$ cat src/rtl/memory_responder_pkg.sv
// memory_responder_pkg
//   Shared definitions for the memory responder and its bus masters.
//   - bus_resp_t : data-phase response code (RESP_OKAY / RESP_ERROR)
//   - rom_word() : fixed storage contents used when the block is built
//                  as a ROM (MEMORY_RESPONDER_WRITE_EN undefined)
package memory_responder_pkg;

    typedef enum logic {
        RESP_OKAY  = 1'b0,
        RESP_ERROR = 1'b1
    } bus_resp_t;

    // ROM image: a recognisable tag in the upper half, word index below.
    function automatic logic [31:0] rom_word(input logic [31:0] idx);
        return 32'hC0DE_0000 | idx;
    endfunction

endpackage

$ cat src/rtl/memory_responder_word_ram.sv
// word_ram
//   DEPTH_WORDS x 32 storage: synchronous write, combinational read.
//   Ports:
//     clk_i, we_i, waddr_i, wdata_i : write port (MEMORY_RESPONDER_WRITE_EN only)
//     raddr_i                       : read word index
//     rdata_o                       : read word, combinational from raddr_i
//   With MEMORY_RESPONDER_WRITE_EN undefined there is no write port and the
//   contents come from memory_responder_pkg::rom_word().
module word_ram
    import memory_responder_pkg::*;
#(
    parameter int unsigned DEPTH_WORDS = 1024,
    parameter int unsigned IDX_W       = $clog2(DEPTH_WORDS)
) (
`ifdef MEMORY_RESPONDER_WRITE_EN
    input  logic             clk_i,
    input  logic             we_i,
    input  logic [IDX_W-1:0] waddr_i,
    input  logic [31:0]      wdata_i,
`endif
    input  logic [IDX_W-1:0] raddr_i,
    output logic [31:0]      rdata_o
);

`ifdef MEMORY_RESPONDER_WRITE_EN
    logic [31:0] mem_q [DEPTH_WORDS];

    // No reset: contents survive a responder reset.
    always_ff @(posedge clk_i) begin
        if (we_i) begin
            mem_q[waddr_i] <= wdata_i;
        end
    end

    assign rdata_o = mem_q[raddr_i];
`else
    assign rdata_o = rom_word(32'(raddr_i));
`endif

endmodule

$ cat src/rtl/memory_responder.sv
// memory_responder
//   Single-port bus memory slave with configurable wait states and a
//   two-cycle ERROR response for bad addresses.
//   Parameters: BASE_ADDR (first decoded byte), DEPTH_WORDS (power of two,
//   >= 4), WAIT_STATES (0..15 stall cycles before each OKAY data phase).
//   Ports:
//     clk_i, rst_ni             : clock, async active-low reset
//     sel_i, start_i            : select and address-phase request
//     address_i, write_i        : byte address and direction (with start_i)
//     write_data_i              : write data, valid in the data phase
//     ready_o, response_o       : data-phase handshake and response code
//     read_data_o               : read word, valid in an OKAY read DATA cycle
//   Macro MEMORY_RESPONDER_WRITE_EN: when defined writes update storage;
//   when undefined every write is an error and storage is a ROM.
module memory_responder
    import memory_responder_pkg::*;
#(
    parameter logic [31:0] BASE_ADDR   = 32'h0000_0000,
    parameter int unsigned DEPTH_WORDS = 1024,
    parameter int unsigned WAIT_STATES = 0
) (
    input  logic        clk_i,
    input  logic        rst_ni,
    input  logic        sel_i,
    input  logic        start_i,
    input  logic [31:0] address_i,
    input  logic        write_i,
    input  logic [31:0] write_data_i,
    output logic        ready_o,
    output bus_resp_t   response_o,
    output logic [31:0] read_data_o
);

    localparam int unsigned IDX_W = $clog2(DEPTH_WORDS);
    localparam logic [32:0] SPAN  = 33'(DEPTH_WORDS) << 2;

    typedef enum logic [2:0] {
        S_IDLE,
        S_STALL,
        S_DATA,
        S_ERR1,
        S_ERR2
    } state_t;

    state_t           state_q, state_d;
    logic [3:0]       cnt_q, cnt_d;
    logic [IDX_W-1:0] idx_q, idx_d;
    logic             wr_q, wr_d;
    logic             ready_q, ready_d;
    bus_resp_t        resp_q, resp_d;
    logic [31:0]      rdata_q, rdata_d;

    logic [31:0]      offset;
    logic             accept;
    logic             addr_err;
    logic             xfer_err;
    logic [IDX_W-1:0] acc_idx;
    logic [IDX_W-1:0] rd_idx;
    logic [31:0]      ram_rdata;
    logic [31:0]      fwd_rdata;

    assign offset   = address_i - BASE_ADDR;
    assign acc_idx  = offset[IDX_W+1:2];
    assign addr_err = (address_i < BASE_ADDR) || ({1'b0, offset} >= SPAN)
                   || (address_i[1:0] != 2'b00);
    // ERR2 drives ready=1 but must not accept; only IDLE and DATA do.
    assign accept   = sel_i && start_i && (state_q == S_IDLE || state_q == S_DATA);

    // The read port serves whichever transfer enters DATA at the next edge:
    // the one being accepted now, or the one finishing its stall.
    assign rd_idx   = (state_q == S_STALL) ? idx_q : acc_idx;

`ifdef MEMORY_RESPONDER_WRITE_EN
    logic ram_we;

    assign xfer_err = addr_err;
    assign ram_we   = (state_q == S_DATA) && wr_q;
    // A chained read entering DATA on the same edge that commits a write
    // would see the old word through the combinational port; bypass it.
    assign fwd_rdata = (ram_we && rd_idx == idx_q) ? write_data_i : ram_rdata;

    word_ram #(
        .DEPTH_WORDS (DEPTH_WORDS)
    ) u_ram (
        .clk_i   (clk_i),
        .we_i    (ram_we),
        .waddr_i (idx_q),
        .wdata_i (write_data_i),
        .raddr_i (rd_idx),
        .rdata_o (ram_rdata)
    );
`else
    logic unused_wdata;

    assign xfer_err     = addr_err || write_i;
    assign fwd_rdata    = ram_rdata;
    assign unused_wdata = ^write_data_i;

    word_ram #(
        .DEPTH_WORDS (DEPTH_WORDS)
    ) u_ram (
        .raddr_i (rd_idx),
        .rdata_o (ram_rdata)
    );
`endif

    always_comb begin
        state_d = state_q;
        cnt_d   = cnt_q;
        idx_d   = idx_q;
        wr_d    = wr_q;
        rdata_d = rdata_q;

        unique case (state_q)
            S_IDLE, S_DATA: begin
                if (accept) begin
                    idx_d = acc_idx;
                    wr_d  = write_i;
                    if (xfer_err) begin
                        state_d = S_ERR1;
                    end else if (WAIT_STATES == 0) begin
                        state_d = S_DATA;
                    end else begin
                        state_d = S_STALL;
                        cnt_d   = 4'(WAIT_STATES - 1);
                    end
                end else begin
                    state_d = S_IDLE;
                end
            end
            S_STALL: begin
                if (cnt_q == 4'd0) begin
                    state_d = S_DATA;
                end else begin
                    cnt_d = cnt_q - 4'd1;
                end
            end
            S_ERR1:  state_d = S_ERR2;
            S_ERR2:  state_d = S_IDLE;
            default: state_d = S_IDLE;
        endcase

        // Outputs are registered from the next state so they change with it.
        if (state_d == S_DATA && !wr_d) begin
            rdata_d = fwd_rdata;
        end
        ready_d = !(state_d inside {S_STALL, S_ERR1});
        resp_d  = (state_d inside {S_ERR1, S_ERR2}) ? RESP_ERROR : RESP_OKAY;
    end

    always_ff @(posedge clk_i or negedge rst_ni) begin
        if (!rst_ni) begin
            state_q <= S_IDLE;
            cnt_q   <= '0;
            idx_q   <= '0;
            wr_q    <= 1'b0;
            ready_q <= 1'b1;
            resp_q  <= RESP_OKAY;
            rdata_q <= '0;
        end else begin
            state_q <= state_d;
            cnt_q   <= cnt_d;
            idx_q   <= idx_d;
            wr_q    <= wr_d;
            ready_q <= ready_d;
            resp_q  <= resp_d;
            rdata_q <= rdata_d;
        end
    end

    assign ready_o     = ready_q;
    assign response_o  = resp_q;
    assign read_data_o = rdata_q;

endmodule
$ cat config.mk
export PLATFORM = sky130hd
export DESIGN_NAME = memory_responder
export DESIGN_NICKNAME = d
export VERILOG_FILES = /design/src/rtl/memory_responder_pkg.sv /design/src/rtl/memory_responder_word_ram.sv /design/src/rtl/memory_responder.sv
export SDC_FILE = /design/constraint.sdc
export NUM_CORES = 1
export LEC_CHECK = 0
export ABC_CLOCK_PERIOD_IN_PS = 2100
export CAP_MARGIN = 5
export CELL_PAD_IN_SITES_DETAIL_PLACEMENT = 1
export CELL_PAD_IN_SITES_GLOBAL_PLACEMENT = 1
export CORE_MARGIN = 2
export CORE_UTILIZATION = 26
export DETAILED_ROUTE_END_ITERATION = 8
export GPL_TIMING_DRIVEN = 0
export PLACE_DENSITY_LB_ADDON = 0.15
export RECOVER_POWER = 25
export SLEW_MARGIN = 20
export SYNTH_ARGS = -nofsm -noshare
export SYNTH_HDL_FRONTEND = slang
export SYNTH_SLANG_ARGS = --single-unit
$ cat constraint.sdc
create_clock -name clk_i -period 2.1 [get_ports clk_i]
set_input_delay 0.21 -clock clk_i [delete_from_list [all_inputs] [get_ports clk_i]]
set_output_delay 0.21 -clock clk_i [all_outputs]
set_load 0.03 [all_outputs]
======== After elaboration in Yosys (flattened, before gate mapping) ========
Cells that the tools add are included.
word-level totals
  bits of input ports ..................... 69
  memories ................................ 0
  word-level logic and storage cells ...... 43
  bits in writable memories ............... 0
  ROM bits ................................ 0
  latch bits .............................. 0
  flip-flop bits (word level) ............. 31
  output and inout port bits .............. 34
cells by class
  equality and inequality tests ........... 7
  muxes and demuxes ....................... 8
  shifts and indexed selects .............. 0
  order comparisons ....................... 2
  bitwise logic cells ..................... 1
  add/sub/neg operators ................... 1
  div/mod/pow operators ................... 0
  multiply operators ...................... 0
  reductions and logical operators ........ 17
operators with widths
  cell                                                                                    number
  32-bit by 13-bit greater-or-equal comparator with 1-bit output (second input constant)  1
  32-bit by 1-bit less-than comparator with 1-bit output (second input constant)          1
  3-bit by 2-bit equality test with 1-bit output (second input constant)                  4
  10-bit two-way mux                                                                      1
  3-bit one-hot mux with 3 select lines                                                   1
  3-bit by 1-bit equality test with 1-bit output (second input constant)                  2
  3-bit two-way mux                                                                       2
  2-bit nonzero test                                                                      3
  4-bit logical NOT                                                                       1
  1-bit logical OR                                                                        4
  1-bit two-way mux                                                                       4
  2-bit AND reduction                                                                     2
  4-bit by 1-bit subtractor with 4-bit output (second input constant)                     1
  3-bit equality test (second input constant)                                             1
  1-bit logical AND                                                                       3
  3-bit logical NOT                                                                       1
  1-bit logical NOT                                                                       2
  2-bit OR reduction                                                                      1
  1-bit NOT                                                                               1

======== Depth between registers and ports, before layout ========
Gate-level depths: netlist of run 1.
  word-level depth ........................ 10
  gate-level depth with buffers ........... 7
  gate-level depth less buffers ........... 6

======== By module ========
From an unflattened synthesis of run 1, not the netlist that was laid out.
second synthesis, totals
  cells, all modules ...................... 201
  area, all modules ....................... 2567.5 um2
modules (own cells, without submodules)
  module            instances  sequential area each (um2)  area an instance (um2)  cells each
  memory_responder  1          1302.5                      2319.7                  167
  word_ram          1          0.0                         247.7                   34

======== Least setup slack after synthesis of run 1 ========
Ideal clock, no wire load.
  path type ............................... register to register
  from .................................... reg cnt_q[0]
  to ...................................... reg rdata_q[0] (netlist: read_data_o[0])
  clock period less this slack ............ 1.808 ns
  path buffers ............................ 1
  cell stages (with the launch flop) ...... 8
  data arrival time ....................... 1.683 ns
  setup time .............................. 0.125 ns
  setup slack ............................. 0.292 ns
  required time ........................... 1.975 ns
  cells stage by stage .................... dfrtp_1 -> inv_1 -> ha_1 -> nor3b_1 -> a32oi_1 -> a211o_1 -> buf_6 -> mux2_4
on the way
  longest elaborated chain between the ends .. 5
RTL lines
  element                                         line                     text
  start: declaration                              memory_responder.sv:46   logic [3:0] cnt_q, cnt_d;
  start signal: assignment                        memory_responder.sv:162  cnt_q <= cnt_d;
  4-bit logical NOT                               memory_responder.sv:132  if (cnt_q == 4'd0) begin
  3-bit two-way mux                               memory_responder.sv:132
  3-bit one-hot mux with 3 select lines           memory_responder.sv:114  unique case (state_q)
  3-bit by 2-bit equality test with 1-bit output  memory_responder.sv:144  if (state_d == S_DATA && !wr_d) begin
  1-bit logical AND                               memory_responder.sv:144
  end signal: assignment                          memory_responder.sv:167  rdata_q <= rdata_d;
  end: declaration                                memory_responder.sv:51   logic [31:0] rdata_q, rdata_d;
No other way between the ends.
A chain may end at the register's enable or synchronous reset.

======== Worst setup path after layout of run 1 ========
  from .................................... reg cnt_q[0]
  to ...................................... reg rdata_q[2] (netlist: read_data_o[2])
The elaborated chain is that of the path after synthesis.

==> results of run 1 <==
[metrics by stage]
step / total power, mW / hold slack [ns] / worst slack, ns / instance area, um2 / cells
floorplan: 1.45 / -0.0856 / 0.292 / 1640 / 140
global placement: 1.79 / 0.482 / 0.0209 / 2290 / 271
detailed placement: 1.82 / 0.308 / 0.00675 / 2290 / 271
CTS: 2.29 / 0.506 / 0.0543 / 2380 / 280
global route: 2.37 / 0.528 / 0.0678 / 2380 / 280
finish: 2.25 / 0.503 / 0.164 / 2380 / 280
[area by class of cell]
cell class / count / area [um2] / share of cell area [%]
inverter: 4 / 15.0 / 0.630
clock buffer: 7 / 76.3 / 3.20
timing repair buffer: 57 / 566 / 23.7
buffer: 24 / 178 / 7.45
multi-input combinational: 81 / 673 / 28.2
sequential: 31 / 777 / 32.6
tap: 75 / 93.8 / 3.94
clock inverter: 1 / 5.00 / 0.210
[routing by layer]
metal	share of wire, %	routed length [um]
met3	3.6	142
met4	2.1	83
met5	0	0
met2	56	2200
met1	38	1500
[flip-flops by register name, indices dropped and copies added, names as in the netlist]
signal and count:
state_q 3, cnt_q 4, response_o 1, read_data_o 11, ready_o 1, wr_q 1
idx_q 10
[cells by family after synthesis]
group,Yosys count,share of synthesized area (%)
compound gates,8,3.15
xor+xnor,1,0.551
fa+ha+maj,1,0.787
buf+inv,28,12.1
flops,31,48.9
mux,30,23.4
other cells,1,0.236
simple gates,27,10.9
[report_power, final]
group | internal [mW] | switching, mW
clock | 0.232 | 0.212
sequential | 0.773 | 0.0982
combinational | 0.496 | 0.438
[worst paths after layout]
kind	start	slack (ns)	end
setup / recovery	cnt_q[0]	0.16	read_data_o[2]
hold / removal	idx_q[6]	0.50	idx_q[6]
setup reg to reg	cnt_q[0]	0.16	read_data_o[2]
hold reg to reg	idx_q[6]	0.50	idx_q[6]
max in group asynchronous	rst_ni	1.07	idx_q[8]
min in group asynchronous	rst_ni	0.54	wr_q
[synth_stat cells]
master	number
buf_4	21
buf_2	1
nor3b_4	1
ha_1	1
nand4_1	1
mux2_4	9
and2_1	1
a211o_1	1
nand2_1	8
buf_1	1
nor3_1	3
a21o_1	1
and3b_1	1
dfstp_2	1
inv_1	4
buf_6	1
a21oi_1	2
xnor2_1	1
and4bb_2	1
conb_1	1
mux2_2	21
nor4_1	5
dfrtp_1	30
a32oi_1	1
nand2b_1	4
o21ai_0	3
nor3b_1	1
nand4bb_1	1
[timing repair]
item	4_1_cts	5_1_grt
hold buffers	1	0
setup endpoints to repair	0	9
hold endpoints to repair	8	0
resized for setup	0	1
==> impl_metrics.toml, run 1 <==
[placement]
globalplace.congestion = 0.745
hpwl_mm = 3.04
io_buffers = 56

[cells_and_area]
diodes = 0
area_growth_pct = 50.0
final_cell_mix = "clkdlybuf4s50_1 (55), dfrtp_1 (30), mux2_2 (21), buf_4 (21), conb_1 (14)"
finalNetCount = 274
fill_cells = 652
post-route-util_pct = 40.3
final_common_cell = "clkdlybuf4s50_1"
drive_gt1_share_pct = 30.7

[power_and_ir_drop]
vdd_drop_max_uv = 428
powerDensity_nw_per_um2 = 944
p_leak_nw = 1.07

[drt]
dr.pass1.iters = 4
num_vias = 1158
routed_via_density = 4.14
drc = 0
routed_wirelength_mm = 3.92
ant_nets = 0
wl_per_cell_um = 14.0
drtIter0Drc = 46

[sta]
finalHoldViolCount = 0
setup_tns_ns = 0
worst_slew_pin_slew_ns = 0.770
setup_violations = 0
max_slew_margin_pct = 48.7
finalClockSkew_ns = 0.00521
timing.fmax_mhz = 516
fin_crit_ns = 1.94
post-route-period-util_pct = 92.2
rsz0062_at_grt = "false"
maxSlewViolCount = 0

[grt]
met1_usage_pct = 13.2
grt_max_degree = 32
grtUsageMet3_pct = 3.26
grt_pass1_vias = 1280
grt_pass1_wl_mm = 6.02
antenna_found_initial = 0
gr-total-overflow = 0
track_usage_pct = 12.4
met2_usage_pct = 22.6
top_usage_layer = "met2"

[floorplan]
core_um2 = 5920
num_io_pins = 103
start_util_pct = 26.8
die_y_um = 82.2
fp.dieArea_um2 = 6750
die_x_um = 82.2
rows = 28

[logic_synthesis]
ys_seq_area_share_pct = 48.9
synth_cell_type_count = 28
synth_area_leaders = "dfrtp_1 (47%), mux2_2 (15%), buf_4 (9.9%)"
syn_area_um2 = 1590
ys_ff_latch = 31
synthCells = 127
syn_avg_cell_area_um2 = 12.5
synth_warnings = 0
yosysTopAreaCellShare_pct = 47.2
post-synth-top-area-cell = "dfrtp_1"

[setup_path]
setup.worst_path.class = "flop to flop"
crit_path_end_kind = "flop"
worstPathRequired_ns = 2.26
reg2reg_depth = 7
cp_cell_sequence = "inv_1, ha_1, nor3b_2, a32oi_1, a211o_1, buf_6, mux2_4"
start_kind = "flop"
cp_slowest_cell = "dfrtp_1"
cp.arrival_ns = 2.10
crit_buf_inv = 2
cp.depth = 7
slowest_delay_ns = 0.41
crit_family = "compound AO/OA/AOI/OAI gates"
cp_max_fo = 10

[cts]
cts_tree = "yes"
post_cts_buffers = 0
numCtsBuffers = 5
htree_levels = 2
clkLatencyLatePin_ns = 0.28
cts-root-buf = "clkbuf_8"
cts_buffer_depth = 2
clk_pin_slew_ns = 0.06
numClockSinks = 31

[outcome]
status = "finished clean"

[job]
cap_violations = 0

[min_path]
min_path_cells = 1
hp-class = "flop to flop"
No activity file was read; power rests on OpenSTA's default activity.
==> inputs of run 2 (changes only) <==
--- a/config.mk
+++ b/config.mk
@@ -8,3 +8,2 @@
 export ABC_CLOCK_PERIOD_IN_PS = 2100
-export CAP_MARGIN = 5
 export CELL_PAD_IN_SITES_DETAIL_PLACEMENT = 1
--- a/constraint.sdc
+++ b/constraint.sdc
@@ -3,2 +3,2 @@
 set_output_delay 0.21 -clock clk_i [all_outputs]
-set_load 0.03 [all_outputs]
+set_load 0.02 [all_outputs]
==> results of run 2 <==
Same layout as run 1 (identical final DEF). Status: finished clean.
Main changes from that run: total power 2.25 mW -> 2.16 mW; worst IR drop on VDD 428 uV -> 396 uV
